**src/rtl/rv32i_types.sv**
```systemverilog
// Shared RV32I rename-stage types.
// Holds the physical/architectural register counts and the physical
// register index type used by the free list, retired RAT, speculative
// RAT and ROB.
package rv32i_types;

    localparam int NUM_PHYS_REGS = 64;
    localparam int NUM_ARCH_REGS = 32;
    localparam int PHYS_REG_W    = $clog2(NUM_PHYS_REGS);

    typedef logic [PHYS_REG_W-1:0] phys_idx_t;

endpackage

```
**src/rtl/free_list.sv**
```systemverilog
// free_list: circular FIFO of free physical-register indices.
//
// Rename pops the head index (alloc_req) to allocate a destination; the
// retired RAT pushes the evicted physical index (enqueue/enq_ps_idx) at
// commit. On flush the list restores itself to the committed state in one
// cycle by moving head to one full lap behind the (post-free) tail.
//
// Ports:
//   clk          in   clock
//   rst          in   asynchronous active-low reset
//   enqueue      in   commit frees a physical register
//   enq_ps_idx   in   freed physical index
//   alloc_req    in   rename consumes the head index this cycle
//   alloc_ps_idx out  index at head, valid while !empty
//   flush        in   mispredict/exception recovery
//   full         out  all DEPTH entries free
//   empty        out  no free entries, rename must stall
//   count        out  number of free entries
module free_list
    import rv32i_types::*;
#(
    parameter int NUM_PHYS_REGS_P = NUM_PHYS_REGS,
    parameter int NUM_ARCH_REGS_P = NUM_ARCH_REGS,
    parameter int DEPTH           = NUM_PHYS_REGS_P - NUM_ARCH_REGS_P,
    parameter int PR_W            = $clog2(NUM_PHYS_REGS_P)
) (
    input  logic                       clk,
    input  logic                       rst,
    input  logic                       enqueue,
    input  logic [PR_W-1:0]            enq_ps_idx,
    input  logic                       alloc_req,
    output logic [PR_W-1:0]            alloc_ps_idx,
    input  logic                       flush,
    output logic                       full,
    output logic                       empty,
    output logic [$clog2(DEPTH):0]     count
);

    localparam int IDX_W = $clog2(DEPTH);
    localparam int PTR_W = IDX_W + 1;

    // Pointers carry one extra wrap bit so full and empty are distinguishable.
    logic [PTR_W-1:0] head_reg;
    logic [PTR_W-1:0] head_next;
    logic [PTR_W-1:0] tail_reg;
    logic [PTR_W-1:0] tail_next;

    logic [PR_W-1:0]  entry_reg [DEPTH];

    logic             do_alloc;
    logic             do_free;

    always_comb begin
        count        = tail_reg - head_reg;
        full         = (count == PTR_W'(DEPTH));
        empty        = (count == '0);
        alloc_ps_idx = entry_reg[head_reg[IDX_W-1:0]];
    end

    always_comb begin
        do_alloc  = alloc_req && !empty && !flush;
        do_free   = enqueue && !full;

        tail_next = tail_reg;
        if (do_free) begin
            tail_next = tail_reg + PTR_W'(1);
        end

        head_next = head_reg;
        if (flush) begin
            // One lap behind tail: every slot in the ring becomes free again.
            // Slots past the committed frees still hold the indices handed to
            // squashed instructions, so they are reclaimed as-is.
            head_next = {~tail_next[PTR_W-1], tail_next[IDX_W-1:0]};
        end else if (do_alloc) begin
            head_next = head_reg + PTR_W'(1);
        end
    end

    always_ff @(posedge clk or negedge rst) begin
        if (!rst) begin
            head_reg <= '0;
            tail_reg <= PTR_W'(DEPTH);
        end else begin
            head_reg <= head_next;
            tail_reg <= tail_next;
        end
    end

    // Each slot resets to its own initial free index (NUM_ARCH_REGS + slot),
    // so the storage is per-slot registers rather than a RAM.
    generate
        for (genvar gi = 0; gi < DEPTH; gi++) begin : g_entry
            always_ff @(posedge clk or negedge rst) begin
                if (!rst) begin
                    entry_reg[gi] <= PR_W'(NUM_ARCH_REGS_P + gi);
                end else if (do_free && (tail_reg[IDX_W-1:0] == IDX_W'(gi))) begin
                    entry_reg[gi] <= enq_ps_idx;
                end
            end
        end
    endgenerate

    // Physical register 0 is never freed; the entry is still written.
    a_no_free_zero: assert property (
        @(posedge clk) disable iff (!rst) !(enqueue && (enq_ps_idx == '0))
    );

endmodule

```
**config.mk**
```make
export PLATFORM = sky130hd
export DESIGN_NAME = free_list
export DESIGN_NICKNAME = d
export VERILOG_FILES = /design/src/rtl/rv32i_types.sv /design/src/rtl/free_list.sv
export SDC_FILE = /design/constraint.sdc
export NUM_CORES = 1
export LEC_CHECK = 0
export ABC_AREA = 1
export BUFFER_PORTS_ARGS = -buffer_cell sky130_fd_sc_hd__buf_2
export CORE_MARGIN = 3
export CORE_UTILIZATION = 35
export CTS_CLUSTER_SIZE = 8
export DETAILED_ROUTE_END_ITERATION = 12
export PLACE_DENSITY_LB_ADDON = 0.3
export SLEW_MARGIN = 15
export SYNTH_ARGS = -nofsm -noshare
export SYNTH_HDL_FRONTEND = slang
export SYNTH_SLANG_ARGS = --single-unit
```
**constraint.sdc**
```tcl
create_clock -name clk -period 4.84 [get_ports clk]
set_input_delay 0.242 -clock clk [delete_from_list [all_inputs] [get_ports clk]]
set_output_delay 0.242 -clock clk [all_outputs]
set_load 0.01 [all_outputs]
```
==> results of run 1 <==
## layer usage
layer  share of wire (%)  vias up
met2                  45      262
met4                 2.6        0
met1                  48     4516
met5                   0        -
li1                    -     4543
met3                 5.0       59
## worst max path at each step
stage,cells past startpoint,end,start
after global routing,15,entry_reg[19],head_reg[2]
after global placement,15,entry_reg[18],head_reg[2]
after detailed placement,15,entry_reg[19],head_reg[2]
after CTS,15,entry_reg[18],head_reg[2]
final,15,entry_reg[18],head_reg[2]
after floorplan,17,entry_reg[186],head_reg[2]
## what timing repair did
| item | CTS | global route |
|---|---|---|
| hold endpoints to repair | 43 | 0 |
| hold buffers | 1 | 0 |
| setup buffers | 0 | 0 |
## cells in the mapped netlist
library cell and count:
a21oi_1 3, and2_1 3, buf_1 2, buf_2 28, buf_6 11, buf_8 3
clkbuf_1 53, clkinv_1 1, dfrtp_1 91, dfstp_2 113, fa_1 1, ha_1 12
inv_1 44, nand2_1 461, nand2_2 20, nand2_4 2, nand3_1 205, nand3_2 20
nand3b_1 1, nand4_1 8, nor2_1 140, nor2_2 1, nor2_8 2, nor3_1 2
o211ai_1 24, o21ai_0 111, o21ai_1 6, o22ai_1 24, xnor2_1 1, xor2_1 6
## power breakdown
group / internal, mW / switching [mW]
sequential: 2.61 / 0.430
clock: 1.10 / 0.732
combinational: 1.05 / 2.18
## logic make-up (layout without fill, tap and decap cells)
kind of cell	count (synthesis)	in the layout	synth area share, %
xor gates and xnor gates	7	7	0.5648
AOI/OAI and AO/OA	168	168	8.575
buffers and inverters	142	142	6.305
DFF	204	204	48.33
adders and majority gates	13	13	1.568
and+or+nand+nor	865	865	34.66
## worst reg2reg max path: cells and delay by family (launching register included)
family        cells  cell delay (ns)
buf+inv           2             0.75
simple gates     12             1.67
fa+ha+maj         1             0.49
flops             1             0.70
## stage by stage
step	util, %	cell area (sq um)	power, mW	hold slack (ns)
floorplan	-	10860	5.253	-0.05359
global placement	37.07	11160	6.235	0.4207
detailed placement	37.07	11160	6.282	0.4204
CTS	39.79	11980	8.150	0.05426
global route	39.80	11990	8.747	0.08160
finish	39.80	11990	8.115	0.07431
## cell type report
class | instances | area, sq um
multi-input combinational | 1053 | 4927
inverter | 45 | 168.9
clock inverter | 2 | 13.76
tap | 390 | 488.0
fill | 3111 | 18130
sequential | 204 | 5249
timing repair buffer | 47 | 341.6
clock buffer | 48 | 797.0
==> run metrics, run 1 <==
outcome=finished, final reports clean; cell mode on critical path=nand2_1; Synth warnings=0; worst setup margin=1.134 ns; worst flop-to-flop path startpoint=head_reg[2]; CP Buf/Inv Count=2; Seq/Total Area, Yosys=48.33%; Die X=182.1 um; diode count=0; max-slew violations=0; Final Hold Fails=0; Crit. End Element=register; max reg flops=192; hold path depth=3; Row Count=63; #FFs+latches synth=204; GPL Wtd Cong=0.9032; setup_tns=0 ns; clock-pin slew of the registers on the worst-case setup and hold paths=0.05 ns; Num CTS Buffers=29; IO Count=25; post-synthesis cell count=1399; commonest non-fill, non-tap cell in the layout=nand2_1; critical path type=register to register; Antenna Nets Post-Route=0; WHS Endpoint=tail_reg[0]; post-DP HPWL=19520 um; Final setup viols=0; GRT Total Usage=18.52%; cts repair resizes=0; first-pass GRT wire length=50430 um; core area=30110 sq um; Worst slew margin=23.68%; H-tree levels=1; largest net degree at the start of global routing=107; R2R depth=15; CTS Sinks=204; Clock Tree Buf Depth=3; CP top delay family=simple AND/OR/NAND/NOR gates; Max Cap Viol=0; worst-margin pin slew=1.141 ns; CTS tree=done; met3 Usage GRT=2.053%; Yosys cell types=30; CP max stage delay=0.70 ns; global-route met1 utilization=27.40%; arrival time worst endpoint=4.13 ns; worst path cell trace=inv_1 -> ha_1 -> nand2_1 -> nand2_1 -> nand2_1 -> nand3_1 -> nand2_1 -> nand2_1 -> nand2_4 -> nand2_4 -> nor2_8 -> buf_4 -> nand2_1 -> nand2_1 -> nand2_1; most frequent cells in the layout=461 x nand2_1, 205 x nand3_1, 139 x nor2_1; Worst EP required=5.26 ns; Clk Latency, worst-skew pair=0.54 ns; Synth area leaders=dfstp_2 27%, dfrtp_1 21%, nand2_1 16%, nand3_1 9.5%, o21ai_0 5.1%; worst reg2reg path endpoint=entry_reg[18]; Net Count, Synth=1423; final wirelength=31060 um; Max Clock Freq=269.8 MHz; post-synth top area share=27.35%; CTS Root Cell=clkbuf_16; Port Buf Inserts=24; Post-Syn Area=10860 sq um; DRT Pass-1 Iters=6; dpl cells=1738; Clock Skews=0.01064 ns; flop2flop setup slack=1.13 ns; initial antenna violation count=0; critical-path maximum fanout=41; RSZ-0062 raised after global routing=no; Avg Cell Area, Syn=7.759 sq um; share of cells above drive strength 1=17.08%; Die ar.=33160 sq um; static leakage=5.648 nW; Wirelength per Cell=17.36 um; kind of start point of the critical path=register; fin cells=1789; Starting Density=36.05%; final period utilization=76.58%; GR Overflow Total=0; number of global-route vias before repair=8992; nets=1404; Final min period=3.706 ns; Remaining DRCs=0; Via Count=9380; Layout Area Growth over Synthesis=10.41%; Hold Startpoint=enqueue; die height=182.1 um; Pwr Density=677.1 nW/um^2; Placement Setup Slack=1.197 ns; met2 Resource Use GR=28.97%; Hold Path Class=input pin to register; DR iter-0 viols=753; via/cell ratio=5.243; maximum vdd drop=0.0002820 V; Yosys top cell by area=dfstp_2; CP max-delay cell=dfrtp_1; Top Usage Layer GRT=met2
Note: power is estimated with default switching activity, not from simulation.
==> run 2, diff against run 1 <==
Settings changed: ABC_AREA 1 to 0.
Clock period 4.84 ns to 3.9 ns, I/O delays scaled along.
==> run 2 against run 1 <==
Against the previous run:
- setup slack worse by 0.76 ns
- highest routed layer unchanged
- largest power group unchanged
- area after synthesis down 7.7%
- routed wire length down 24%
==> run metrics, run 2 <==
Net Count, Synth=675 (-53%); critical path type=register to primary output; initial antenna violation count=0 (unchanged); Final setup viols=0 (unchanged); R2R depth=9 (-6); Row Count=61 (-3.2%); number of global-route vias before repair=6330 (-30%); kind of start point of the critical path=register; critical-path maximum fanout=51 (+24%); CTS tree=done; Final Hold Fails=0 (unchanged); most frequent cells in the layout=186 x mux2_2, 113 x dfstp_2, 89 x dfrtp_1; diode count=0 (unchanged); Hold Path Class=input pin to register; Worst slew margin=27.93% (+4.3 points); GR Overflow Total=0 (unchanged); worst-margin pin slew=1.081 ns (-0.05962 ns); Num CTS Buffers=29 (unchanged); Yosys top cell by area=dfstp_2; Worst EP required=3.70 ns (-1.56 ns); GPL Wtd Cong=0.8592 (-4.9%); maximum vdd drop=0.0004276 V (+52%); postcts setup bufs=0 (unchanged); post-DP HPWL=15690 um (-20%); CTS Root Cell=clkbuf_16; Yosys cell types=44 (+47%); CTS Sinks=204 (unchanged); Die X=175.2 um (-3.8%); DR iter-0 viols=319 (-58%); post-synth top area share=29.64% (+2.3 points); Synth Flop Type=dfstp_2; Post-Syn Area=10020 sq um (-7.7%); Remaining DRCs=0 (unchanged); Synth area leaders=dfstp_2 30%, dfrtp_1 23%, mux2_2 21%, mux4_2 13%, mux2_4 1.8%; setup_tns=0 ns (unchanged); core area=28010 sq um (-7.0%); die height=175.2 um (-3.8%); via/cell ratio=5.248 (about the same); first-pass GRT wire length=37880 um (-25%); Post-synth EDFFs=0 (unchanged); Clk Latency, worst-skew pair=0.53 ns (about the same); final wirelength=23740 um (-24%); share of cells above drive strength 1=64.78% (+48 points); Synth warnings=0 (unchanged); Hold Slack=0.02690 ns (-0.04741 ns); Antenna Nets Post-Route=0 (unchanged); H-tree levels=1 (unchanged); clock-pin slew of the registers on the worst-case setup and hold paths=0.05 ns (about the same); static leakage=4.748 nW (-16%); ys async rst share=100.0% (unchanged); RSZ-0062 raised after global routing=no; Crit. End Element=primary output; Avg Cell Area, Syn=15.39 sq um (+98%); Seq/Total Area, Yosys=52.38% (+4.1 points); cts repair resizes=0 (unchanged); Layout Area Growth over Synthesis=14.25%; Max Clock Freq=283.7 MHz; max-slew violations=0 (unchanged); Pwr Density=888.0 nW/um^2 (+31%); Die ar.=30680 sq um (-7.5%); Wirelength per Cell=21.88 um (+26%); Port Buf Inserts=24 (unchanged); arrival time worst endpoint=3.33 ns (-0.80 ns); Placement Setup Slack=0.5382 ns (-0.6584 ns); largest net degree at the start of global routing=130 (+21%); DRT Pass-1 Iters=4 (-2); Clock Tree Buf Depth=3 (unchanged); max reg flops=192 (unchanged); flop2flop setup slack=0.43 ns (-0.70 ns); GRT Total Usage=15.82% (-2.7 points); Starting Density=35.76% (-0.29 points); IO Count=25 (unchanged); commonest non-fill, non-tap cell in the layout=mux2_2; hold buffer count at CTS=1 (unchanged); worst setup margin=0.3752 ns (-0.7584 ns); Max Cap Viol=0 (unchanged); nets=708 (-50%); fin util=40.85% (+1.1 points); most frequent cell after synthesis=mux2_2; Via Count=5694 (-39%); #FFs+latches synth=204 (unchanged); final period utilization=90.38%; Clock Skews=0.01465 ns (+0.004002 ns); outcome=finished, final reports clean; Final min period=3.525 ns; overall power=10.16 mW (+25%); post-synthesis cell count=651 (-53%); hold path depth=2 (-1); top cells by count, synth=186 x mux2_2, 113 x dfstp_2, 91 x dfrtp_1
-- run 2: critical path, stage by stage, from the launching register on --
cell,delay [ns]
dfrtp_4,0.40
buf_4,0.81
mux4_2,0.69
mux4_2,0.50
nand2_1,0.10
nand2_1,0.09
buf_2,0.15
-- run 2: worst paths after layout --
path,from,to
max,head_reg[0],alloc_ps_idx[3]
min,flush,head_reg[5]
max reg2reg,head_reg[4],entry_reg[138]
min reg2reg,entry_reg[188],entry_reg[188]
max in group asynchronous,rst,entry_reg[127]
min in group asynchronous,rst,entry_reg[85]
-- run 2: report_power, final --
part           internal, mW  switching [mW]
Sequential             3.31           0.494
Combinational          2.08            2.00
Clock                  1.39           0.894
Total                  6.78            3.39
-- run 2: cells by family (layout without fill, tap and decap cells) --
group	Yosys count	after routing	share of synthesized area (%)
compound gates	9	9	0.7621
xor+xnor	13	13	1.137
fa+ha+maj	13	13	1.699
buf+inv	54	110	2.111
flops	204	204	52.38
mux	260	260	36.40
simple gates	98	98	5.509
-- run 2: metal layers --
layer  routed length (um)  vias up  global-route usage, %
li1                     -     2472                      -
met1                11170     3092                  22.61
met2                11270      105                  25.62
met3                  962       25                  2.347
met4                  333        0                  3.590
met5                    0        -                      0
-- run 2: final cells by class --
type	instances	area, sq um
clock inverters	2	13.76
fillers	2585	16570
multi-input cells	393	4558
clock buffers	52	812.0
flip-flops and latches	204	5251
well taps	378	473.0
inverters	13	48.80
repair buffers	43	286.5
-- run 2: through the flow --
step | instance area, sq um | cells
after floorplan | 10020 | 651
after global placement | 10610 | 1030
after detailed placement | 10610 | 1030
after CTS | 11440 | 1085
after global routing | 11440 | 1085
final | 11440 | 1085
==> run 3, diff against run 2 <==
Settings changed: CORE_ASPECT_RATIO set to 0.7.
==> run 3 against run 2 <==
Against the previous run:
- flip-flop and latch count did not move
- setup slack got worse by 0.038 ns
- global-route usage rose by 0.27 points
- critical path depth did not move
- sequential share of layout area rose by 0.090 points
- clock skew fell by 0.0078 ns
- first-iteration DRC count fell by 7.5%
- worst hold slack improved by 0.0058 ns
- cell area fell by 0.20%
- sequential power barely moved
- critical path type unchanged
- largest cell class unchanged
==> run metrics, run 3 (synthesized netlist as in run 2, its figures left out) <==
via/cell ratio=5.354 (+2.0%); Clock Tree Buf Depth=3 (unchanged); Row Count=51 (-16%); H-tree levels=1 (unchanged); Clock power frac=22.8% (+0.4 points); fillers=2519 (-2.6%); largest net degree at the start of global routing=117 (-10%); Pwr Density=901.7 nW/um^2 (+1.5%); maximum vdd drop=0.0003635 V (-15%); GRT Total Usage=16.08% (+0.27 points); Final setup viols=0 (unchanged); Clk Latency, worst-skew pair=0.53 ns (about the same); critical-path maximum fanout=51 (unchanged); CP Buf/Inv Count=2 (unchanged); worst path cell trace=buf_4 -> mux4_2 -> mux4_2 -> nand2_1 -> nand2_1 -> buf_2; Starting Density=35.75% (about the same); worst flop-to-flop path startpoint=head_reg[4]; hold buffer count at CTS=1 (unchanged); initial antenna violation count=1 (+1); core area=28010 sq um (about the same); final period utilization=91.35% (+0.97 points); Critical Path Start=head_reg[0]; Antenna Nets Post-Route=0 (unchanged); setup_tns=0 ns (unchanged); Clock Skews=0.006871 ns (-0.007775 ns); post-DP HPWL=16200 um (+3.2%); DRT Pass-1 Iters=5 (+1); CP max stage delay=0.80 ns (about the same); Die X=208.2 um (+19%); die height=147.5 um (-16%); IO Count=25 (unchanged); number of global-route vias before repair=6236 (-1.5%); commonest non-fill, non-tap cell in the layout=mux2_2; cts repair resizes=0 (unchanged); Final Hold Fails=0 (unchanged); Hold Path Class=input pin to register; static leakage=4.736 nW (-0.26%); GR Overflow Total=0 (unchanged); DR iter-0 viols=295 (-7.5%); Hold Startpoint=flush; CTS Root Cell=clkbuf_16; clock-pin slew of the registers on the worst-case setup and hold paths=0.05 ns (about the same); Layout Area Growth over Synthesis=14.03%; switching power=3.465 mW (+2.3%); Internal=6.833 mW (+0.85%); max reg flops=192 (unchanged); kind of start point of the critical path=register; arrival time worst endpoint=3.37 ns (+0.04 ns); Sw Ratio=33.65% (+0.33 points); Post-DP Area=10560 sq um (-0.41%); critical path type=register to primary output; Max Cap Viol=0 (unchanged); first-pass GRT wire length=38280 um (+1.1%); most frequent cells in the layout=186 x mux2_2, 113 x dfstp_2, 89 x dfrtp_1; Num CTS Buffers=29 (unchanged); Final min period=3.563 ns (+0.03788 ns); Crit. End Element=primary output; Worst slew margin=29.70% (+1.8 points); fin area=11420 sq um (-0.20%); worst-margin pin slew=1.054 ns (-0.02656 ns); Via Count=5750 (+0.98%); worst setup margin=0.3373 ns (-0.03788 ns); sequential share of power=37.0% (-0.4 points); CP max-delay cell=buf_4; max-slew violations=0 (unchanged); Remaining DRCs=0 (unchanged); Wirelength per Cell=22.75 um (+4.0%); dpl cells=1020 (-0.97%); GPL Wtd Cong=0.9270 (+7.9%); CTS tree=done; Placement Setup Slack=0.4684 ns (-0.06978 ns); nets=705 (-0.42%); Port Buf Inserts=24 (unchanged); diode count=0 (unchanged); postcts setup bufs=0 (unchanged); fin cells=1074 (-1.0%); final wirelength=24430 um (+2.9%); RSZ-0062 raised after global routing=no; share of cells above drive strength 1=64.72% (about the same); flop2flop setup slack=0.39 ns (-0.04 ns); Max Clock Freq=280.7 MHz (-1.1%); Die ar.=30720 sq um (+0.11%); CTS Sinks=204 (unchanged); combinational share of power=40.2% (about the same); CP top delay family=multiplexers; Worst EP required=3.70 ns (about the same); outcome=finished, final reports clean
-- run 3: cell count changes in the layout (fill, tap and decap cells not counted) --
cell       change
clkbuf_1       -1
clkinv_2       -1
buf_12         -1
bufinv_16      +1
buf_4          -2
-- run 3: worst reg2reg max path: cells and delay by family (launching register included) --
kind | cells | cell delay (ns)
mux | 1 | 0.42
simple gates | 3 | 1.23
flops | 1 | 0.48
compound gates | 3 | 0.69
fa+ha+maj | 1 | 0.40
buf+inv | 1 | 0.18
-- run 3: final timing paths --
| kind | depth (start not counted) | endpoint |
|---|---|---|
| hold / removal | 2 | head_reg[5] |
| setup / recovery | 6 | alloc_ps_idx[2] |
| hold reg to reg | 1 | entry_reg[78] |
| setup reg to reg | 9 | entry_reg[106] |
| max in group asynchronous | 3 | entry_reg[5] |
| min in group asynchronous | 2 | entry_reg[182] |
-- run 3: final cells by class --
| class | instances | area [sq um] | share of cell area, % |
|---|---|---|---|
| clock inverter | 2 | 38.79 | 0.3396 |
| tap | 371 | 464.2 | 4.064 |
| inverter | 13 | 48.80 | 0.4273 |
| timing repair buffer | 40 | 251.5 | 2.202 |
| multi-input combinational | 393 | 4558 | 39.91 |
| clock buffer | 51 | 808.3 | 7.077 |
| sequential | 204 | 5251 | 45.98 |
-- run 3: metal layers --
layer | vias to the layer above | track usage [%] | routed length [um]
met5 | - | 0 | 13
li1 | 2461 | - | -
met3 | 42 | 3.797 | 1372
met1 | 3120 | 24.71 | 12110
met2 | 125 | 23.23 | 10450
met4 | 2 | 3.402 | 490
-- run 3: power groups by stage --
stage / clock (mW) / combinational, mW / sequential (mW)
after floorplan: 0 / 3.03 / 3.61
after global placement: 0 / 4.03 / 3.75
after detailed placement: 0 / 4.13 / 3.83
after CTS: 2.40 / 4.15 / 3.81
after global routing: 2.49 / 4.44 / 3.92
final: 2.35 / 4.14 / 3.81
-- run 3: per-stage QoR --
stage,utilization [%],total power [mW],hold slack (ns)
final,40.77,10.30,0.03269
after global routing,40.77,10.85,0.02351
after CTS,40.77,10.36,0.009364
after detailed placement,37.71,7.958,0.4013
after global placement,37.71,7.779,0.3722
after floorplan,-,6.634,-0.1006
